<file path="config.mk">
export PLATFORM = sky130hd
export DESIGN_NAME = token_inject_bridge
export DESIGN_NICKNAME = d
export VERILOG_FILES = /design/src/rtl/token_inject_bridge.sv
export SDC_FILE = /design/constraint.sdc
export NUM_CORES = 1
export LEC_CHECK = 0
export ABC_CLOCK_PERIOD_IN_PS = 3510
export CORE_ASPECT_RATIO = 0.75
export CORE_MARGIN = 8
export CORE_UTILIZATION = 33
export DETAILED_ROUTE_END_ITERATION = 10
export GPL_TIMING_DRIVEN = 0
export SYNTH_ARGS = -nofsm -noshare
export SYNTH_HDL_FRONTEND = slang
export SYNTH_SLANG_ARGS = --single-unit
</file>
<file path="constraint.sdc">
create_clock -name CLK -period 3.51 [get_ports CLK]
set_input_delay 0.702 -clock CLK [delete_from_list [all_inputs] [get_ports CLK]]
set_output_delay 0.702 -clock CLK [all_outputs]
set_load 0.01 [all_outputs]
</file>
<file path="src/rtl/token_inject_bridge.sv">
// Clocked-to-self-timed token injector: a small FIFO feeds a 4-phase RZ
// handshake (SENDOUT/EXBOUT vs. ACKIN) into a CELEMENT memory stage.
module token_inject_bridge #(
  parameter int DEPTH       = 4,
  parameter int SYNC_STAGES = 2,
  parameter int CNT_W       = 16,
  parameter int TIMEOUT_CYC = 1024
) (
  input  logic                   CLK,
  input  logic                   RESET,
  input  logic                   IN_VALID,
  input  logic                   IN_EXB,
  output logic                   IN_READY,
  output logic                   SENDOUT,
  output logic                   EXBOUT,
  input  logic                   ACKIN,
  output logic                   BUSY,
  output logic [$clog2(DEPTH):0] LEVEL,
  output logic [CNT_W-1:0]       TOKEN_CNT,
  output logic                   ERR
);

  localparam int AW = $clog2(DEPTH);
  localparam int LW = AW + 1;
  localparam int TW = (TIMEOUT_CYC > 1) ? $clog2(TIMEOUT_CYC + 1) : 1;

  typedef enum logic [2:0] {S_IDLE, S_SETUP, S_REQ, S_REL, S_ERR} state_e;

  state_e                 state_q, state_d;
  logic [DEPTH-1:0]       mem_q, mem_d;
  logic [AW-1:0]          wr_ptr_q, wr_ptr_d, rd_ptr_q, rd_ptr_d;
  logic [LW-1:0]          level_q, level_d;
  logic [SYNC_STAGES-1:0] sync_q, sync_d;
  logic                   sendout_q, sendout_d;
  logic                   exbout_q, exbout_d;
  logic [CNT_W-1:0]       cnt_q, cnt_d;
  logic                   err_q, err_d;
  logic                   busy_q, busy_d;
  logic [TW-1:0]          timer_q, timer_d;

  logic push, pop, not_empty, ack_s, timed_out, in_ready;

  assign in_ready  = (level_q < LW'(DEPTH));
  assign not_empty = (level_q != '0);
  assign ack_s     = sync_q[SYNC_STAGES-1];
  assign push      = IN_VALID && in_ready;

  always_comb begin
    state_d   = state_q;
    sendout_d = sendout_q;
    exbout_d  = exbout_q;
    cnt_d     = cnt_q;
    err_d     = err_q;
    timer_d   = timer_q + 1'b1;
    pop       = 1'b0;
    timed_out = (TIMEOUT_CYC != 0) && (timer_d == TW'(TIMEOUT_CYC));
    sync_d    = {sync_q[SYNC_STAGES-2:0], ACKIN};

    case (state_q)
      S_IDLE: begin
        timer_d = '0;
        if (not_empty) begin
          pop      = 1'b1;
          exbout_d = mem_q[rd_ptr_q];
          state_d  = S_SETUP;
        end
      end
      // EXBOUT was loaded on entry, so it has had a full cycle to settle here.
      S_SETUP: begin
        if (!ack_s) begin
          sendout_d = 1'b1;
          timer_d   = '0;
          state_d   = S_REQ;
        end else if (timed_out) begin
          state_d = S_ERR;
        end
      end
      S_REQ: begin
        if (ack_s) begin
          sendout_d = 1'b0;
          cnt_d     = cnt_q + 1'b1;
          timer_d   = '0;
          state_d   = S_REL;
        end else if (timed_out) begin
          state_d = S_ERR;
        end
      end
      S_REL: begin
        if (!ack_s) begin
          timer_d = '0;
          if (not_empty) begin
            pop      = 1'b1;
            exbout_d = mem_q[rd_ptr_q];
            state_d  = S_SETUP;
          end else begin
            state_d = S_IDLE;
          end
        end else if (timed_out) begin
          state_d = S_ERR;
        end
      end
      S_ERR:   timer_d = timer_q;
      default: state_d = S_IDLE;
    endcase

    // ERR is flagged on the same edge that drops the request.
    if (state_d == S_ERR) begin
      sendout_d = 1'b0;
      err_d     = 1'b1;
    end

    mem_d = mem_q;
    if (push) mem_d[wr_ptr_q] = IN_EXB;
    wr_ptr_d = push ? wr_ptr_q + 1'b1 : wr_ptr_q;
    rd_ptr_d = pop  ? rd_ptr_q + 1'b1 : rd_ptr_q;
    level_d  = level_q + LW'(push) - LW'(pop);
    busy_d   = (state_d != S_IDLE) || (level_d != '0);
  end

  always_ff @(posedge CLK or posedge RESET) begin
    if (RESET) begin
      state_q   <= S_IDLE;
      mem_q     <= '0;
      wr_ptr_q  <= '0;
      rd_ptr_q  <= '0;
      level_q   <= '0;
      sync_q    <= '0;
      sendout_q <= 1'b0;
      exbout_q  <= 1'b0;
      cnt_q     <= '0;
      err_q     <= 1'b0;
      busy_q    <= 1'b0;
      timer_q   <= '0;
    end else begin
      state_q   <= state_d;
      mem_q     <= mem_d;
      wr_ptr_q  <= wr_ptr_d;
      rd_ptr_q  <= rd_ptr_d;
      level_q   <= level_d;
      sync_q    <= sync_d;
      sendout_q <= sendout_d;
      exbout_q  <= exbout_d;
      cnt_q     <= cnt_d;
      err_q     <= err_d;
      busy_q    <= busy_d;
      timer_q   <= timer_d;
    end
  end

  assign IN_READY  = in_ready;
  assign SENDOUT   = sendout_q;
  assign EXBOUT    = exbout_q;
  assign BUSY      = busy_q;
  assign LEVEL     = level_q;
  assign TOKEN_CNT = cnt_q;
  assign ERR       = err_q;

endmodule

</file>
==> results.cfg <==
[critical_path]
cp.arrival_ns = 3.29
timing.setup.critical_path_class = in -> reg
timing.critical_path.cells = clkdlybuf4s50_1, nor2b_1, clkbuf_1, inv_1, ha_1, inv_1, ha_1, inv_1, fa_1, nor2b_1, and4b_1, and3_1, o221ai_2
crit_required_ns = 3.68
worst_path_max_delay_cell = fa_1
crit_family = adder cells
crit_top_cell = inv_1
cp-end-kind = register
max_stage_delay_ns = 0.50
worstPathMaxFanout = 8
path_buf_inv = 5
start_kind = input pin

[grt]
gr-usage-all-layers_pct = 9.44
grt_max_degree = 39
grt_first_pass_wirelength_mm = 8.14
grt_antenna_before_repair = 0
grt-ovfl-total = 0
first_global_vias = 1651

[yosys]
synth_adder_area_share_pct = 4.88
synth_top_family_by_area = simple AND/OR/NAND/NOR gates
yosysTopAreaCellShare_pct = 47.8
synthesis.yosys.warnings = 0
asyncSetResetFlopFracSynth_pct = 100
netlist_top_cells_count = 47 x dfrtp_1, 19 x nand2_1, 14 x xnor2_1, 11 x inv_1, 10 x nand4_1
synth-compound-area-share_pct = 9.10
synth-xor-area-share_pct = 9.10
fraction_of_the_mapped_netlist_area_in_simple_logic_gates_pct = 19.3
synth_seq_cells = 47
synthMuxAreaShare_pct = 5.34
top_cell_type_by_total_area_after_synthesis = dfrtp_1
ys_types = 55
syn_avg_cell_area_um2 = 11.1
syn-num-nets = 236
synth-edff-count = 0
ys_seq_area_share_pct = 47.8
synth_most_common_cell = dfrtp_1
syn_area_mm2 = 0.00246
yosys-top-cells-area = dfrtp_1 48%, xnor2_1 5.0%, ha_1 4.1%
synth_top_flop_cell = dfrtp_1
syn_inst = 222

[timing]
setup_tns_ns = 0
finalCriticalPeriod_ns = 3.11
fmax_mhz = 321
finalSetupViolations = 0
timing_worst_slew_pin_value_ns = 0.458
timing.slew.headroom_pct = 69.3
final.setup_skew_ns = 0.00411
fraction_of_the_cycle_the_final_worst_path_needs_pct = 88.7
finalMaxSlewViolations = 0
grt_setup_unrepaired = false
final_critical_path_setup_slack_ns = 0.396
timing_hold_violations_final = 0

[floorplan]
floorplan.die_area_mm2 = 0.0105
initial_utilization_pct = 33.7
chipHeight_um = 90.8
die_x_um = 116
pin_count = 29
total_core_area_mm2 = 0.00730
core.rowCount = 27

[finish]
insertedDiodeCount = 0
area_delta_synth_final_pct = 21.3
fillerInstances = 736
nets_finish = 272
drive_above_1_share_pct = 14.7
multi_input_combinational_cell_area_mm2 = 0.00117
total_area_of_sequential_cells_mm2 = 0.00118

[clocking]
clk_path_buf_depth = 2
clk_pin_slew_worst_paths_ns = 0.09
clkLatencyLatePin_ns = 0.30
cts_made_buffers = 5
postCtsSetupRepairBufs = 0
h-tree-depth = 2
clock-root-buffer = clkbuf_8
postCtsHoldBufs = 0
cts_repair_resize_count = 0
tritoncts_clock_tree = yes
tritoncts_num_sinks = 47

[placement]
dp_hpwl_mm = 3.49
finalWeightedCongestion = 0.776
post-place-ws_ns = 0.0851
placement.io_buffers = 28

[min_path]
hp-class = reg -> reg

[detailed_routing]
postRouteWirelength_mm = 4.80
postRouteAntennaNets = 0
remaining_drc_errors = 0
via_count = 1718
avgViaCountPerCell = 4.77
routed_wire_length_per_instance_um = 13.3
detail_route.first_pass.iterations = 4
drtIter0Drc = 97

[power_and_ir_drop]
power_leakage_uw = 0.00132
power_density_mw_per_mm2 = 678
ir_worst_vdd_mv = 0.264

[run_status]
status = finished clean

[job]
timing.max_cap.violations = 0
-- logic make-up (layout without fill, tap and decap cells) --
group | after synthesis | in the layout
flip-flops | 47 | 47
AO/OA/AOI/OAI | 31 | 31
adder cells (fa/ha/maj) | 9 | 9
XOR/XNOR | 24 | 24
buffers and inverters | 21 | 58
AND/OR/NAND/NOR | 79 | 79
multiplexers | 11 | 11
-- final timing paths --
check                      slack (ns)                        end                 from  depth (start not counted)
max                              0.40             BUSY$_DFF_PP0_             IN_VALID                         13
min                              0.36        sync_q[1]$_DFF_PP0_  sync_q[0]$_DFF_PP0_                          0
max reg2reg                      0.60             BUSY$_DFF_PP0_  sync_q[1]$_DFF_PP0_                         12
min reg2reg                      0.36        sync_q[1]$_DFF_PP0_  sync_q[0]$_DFF_PP0_                          0
max in group asynchronous        2.42   TOKEN_CNT[3]$_DFFE_PP0P_                RESET                          3
min in group asynchronous        0.63  TOKEN_CNT[15]$_DFFE_PP0P_                RESET                          2
-- report_power, final --
group / leakage, uW / switching (uW) / internal [uW]
registers: 0.000604 / 126 / 681
clock network: 0.0000474 / 189 / 161
logic: 0.000669 / 412 / 455
total: 0.00132 / 728 / 1300
-- registers in the layout, indices dropped and copies added (netlist names) --
register	count
SENDOUT	1
wr_ptr_q	2
mem_q	4
BUSY	1
LEVEL	3
ERR	1
timer_q	11
rd_ptr_q	2
EXBOUT	1
sync_q	2
TOKEN_CNT	16
state_q	3
-- area by class of cell --
type                       instances  area share, %
buffer                            10           2.39
clock buffer                       6           2.76
clock inverter                     2          0.544
inverter                          11           1.38
multi-input combinational        154           39.3
sequential                        47           39.4
tap                              101           4.23
timing repair buffer              29           10.1
-- layer usage --
metal / track usage [%] / up-vias / wire (um)
met5: 0 / - / 0
met3: 2.61 / 8 / 237
met2: 14.3 / 30 / 2080
met4: 2.91 / 0 / 51
met1: 12.6 / 831 / 2430
li1: - / 849 / -
-- cell usage in the layout, fill, tap and decap left out, types with 3 or more instances in the layout --
cell | synthesis | routed
dfrtp_1 | 47 | 47
clkdlybuf4s50_1 | 0 | 28
nand2_1 | 19 | 19
xnor2_1 | 14 | 14
inv_1 | 11 | 10
nand4_1 | 10 | 10
xor2_1 | 9 | 9
nor2_1 | 9 | 9
o21ai_0 | 8 | 8
ha_1 | 8 | 8
nand3_1 | 7 | 7
and3_1 | 6 | 6
a21oi_1 | 6 | 6
mux2_2 | 6 | 6
clkbuf_8 | 0 | 6
a22o_1 | 5 | 5
nor2b_1 | 4 | 4
buf_6 | 3 | 3
mux2i_1 | 3 | 3
-- per-stage QoR --
step | total power, uW | instances | utilization [%] | hold slack, ns | area, um^2
3_3_place_gp | 1670 | 351 | 39.3 | 0.335 | 2870
2_1_floorplan | 1400 | 222 | - | 0.331 | 2460
4_1_cts | 2050 | 360 | 40.9 | 0.362 | 2990
5_1_grt | 2180 | 360 | 40.9 | 0.371 | 2990
6_report | 2020 | 360 | 40.9 | 0.362 | 2990
3_5_place_dp | 1700 | 352 | 39.6 | 0.341 | 2890
Note: power is estimated with default switching activity, not from simulation.
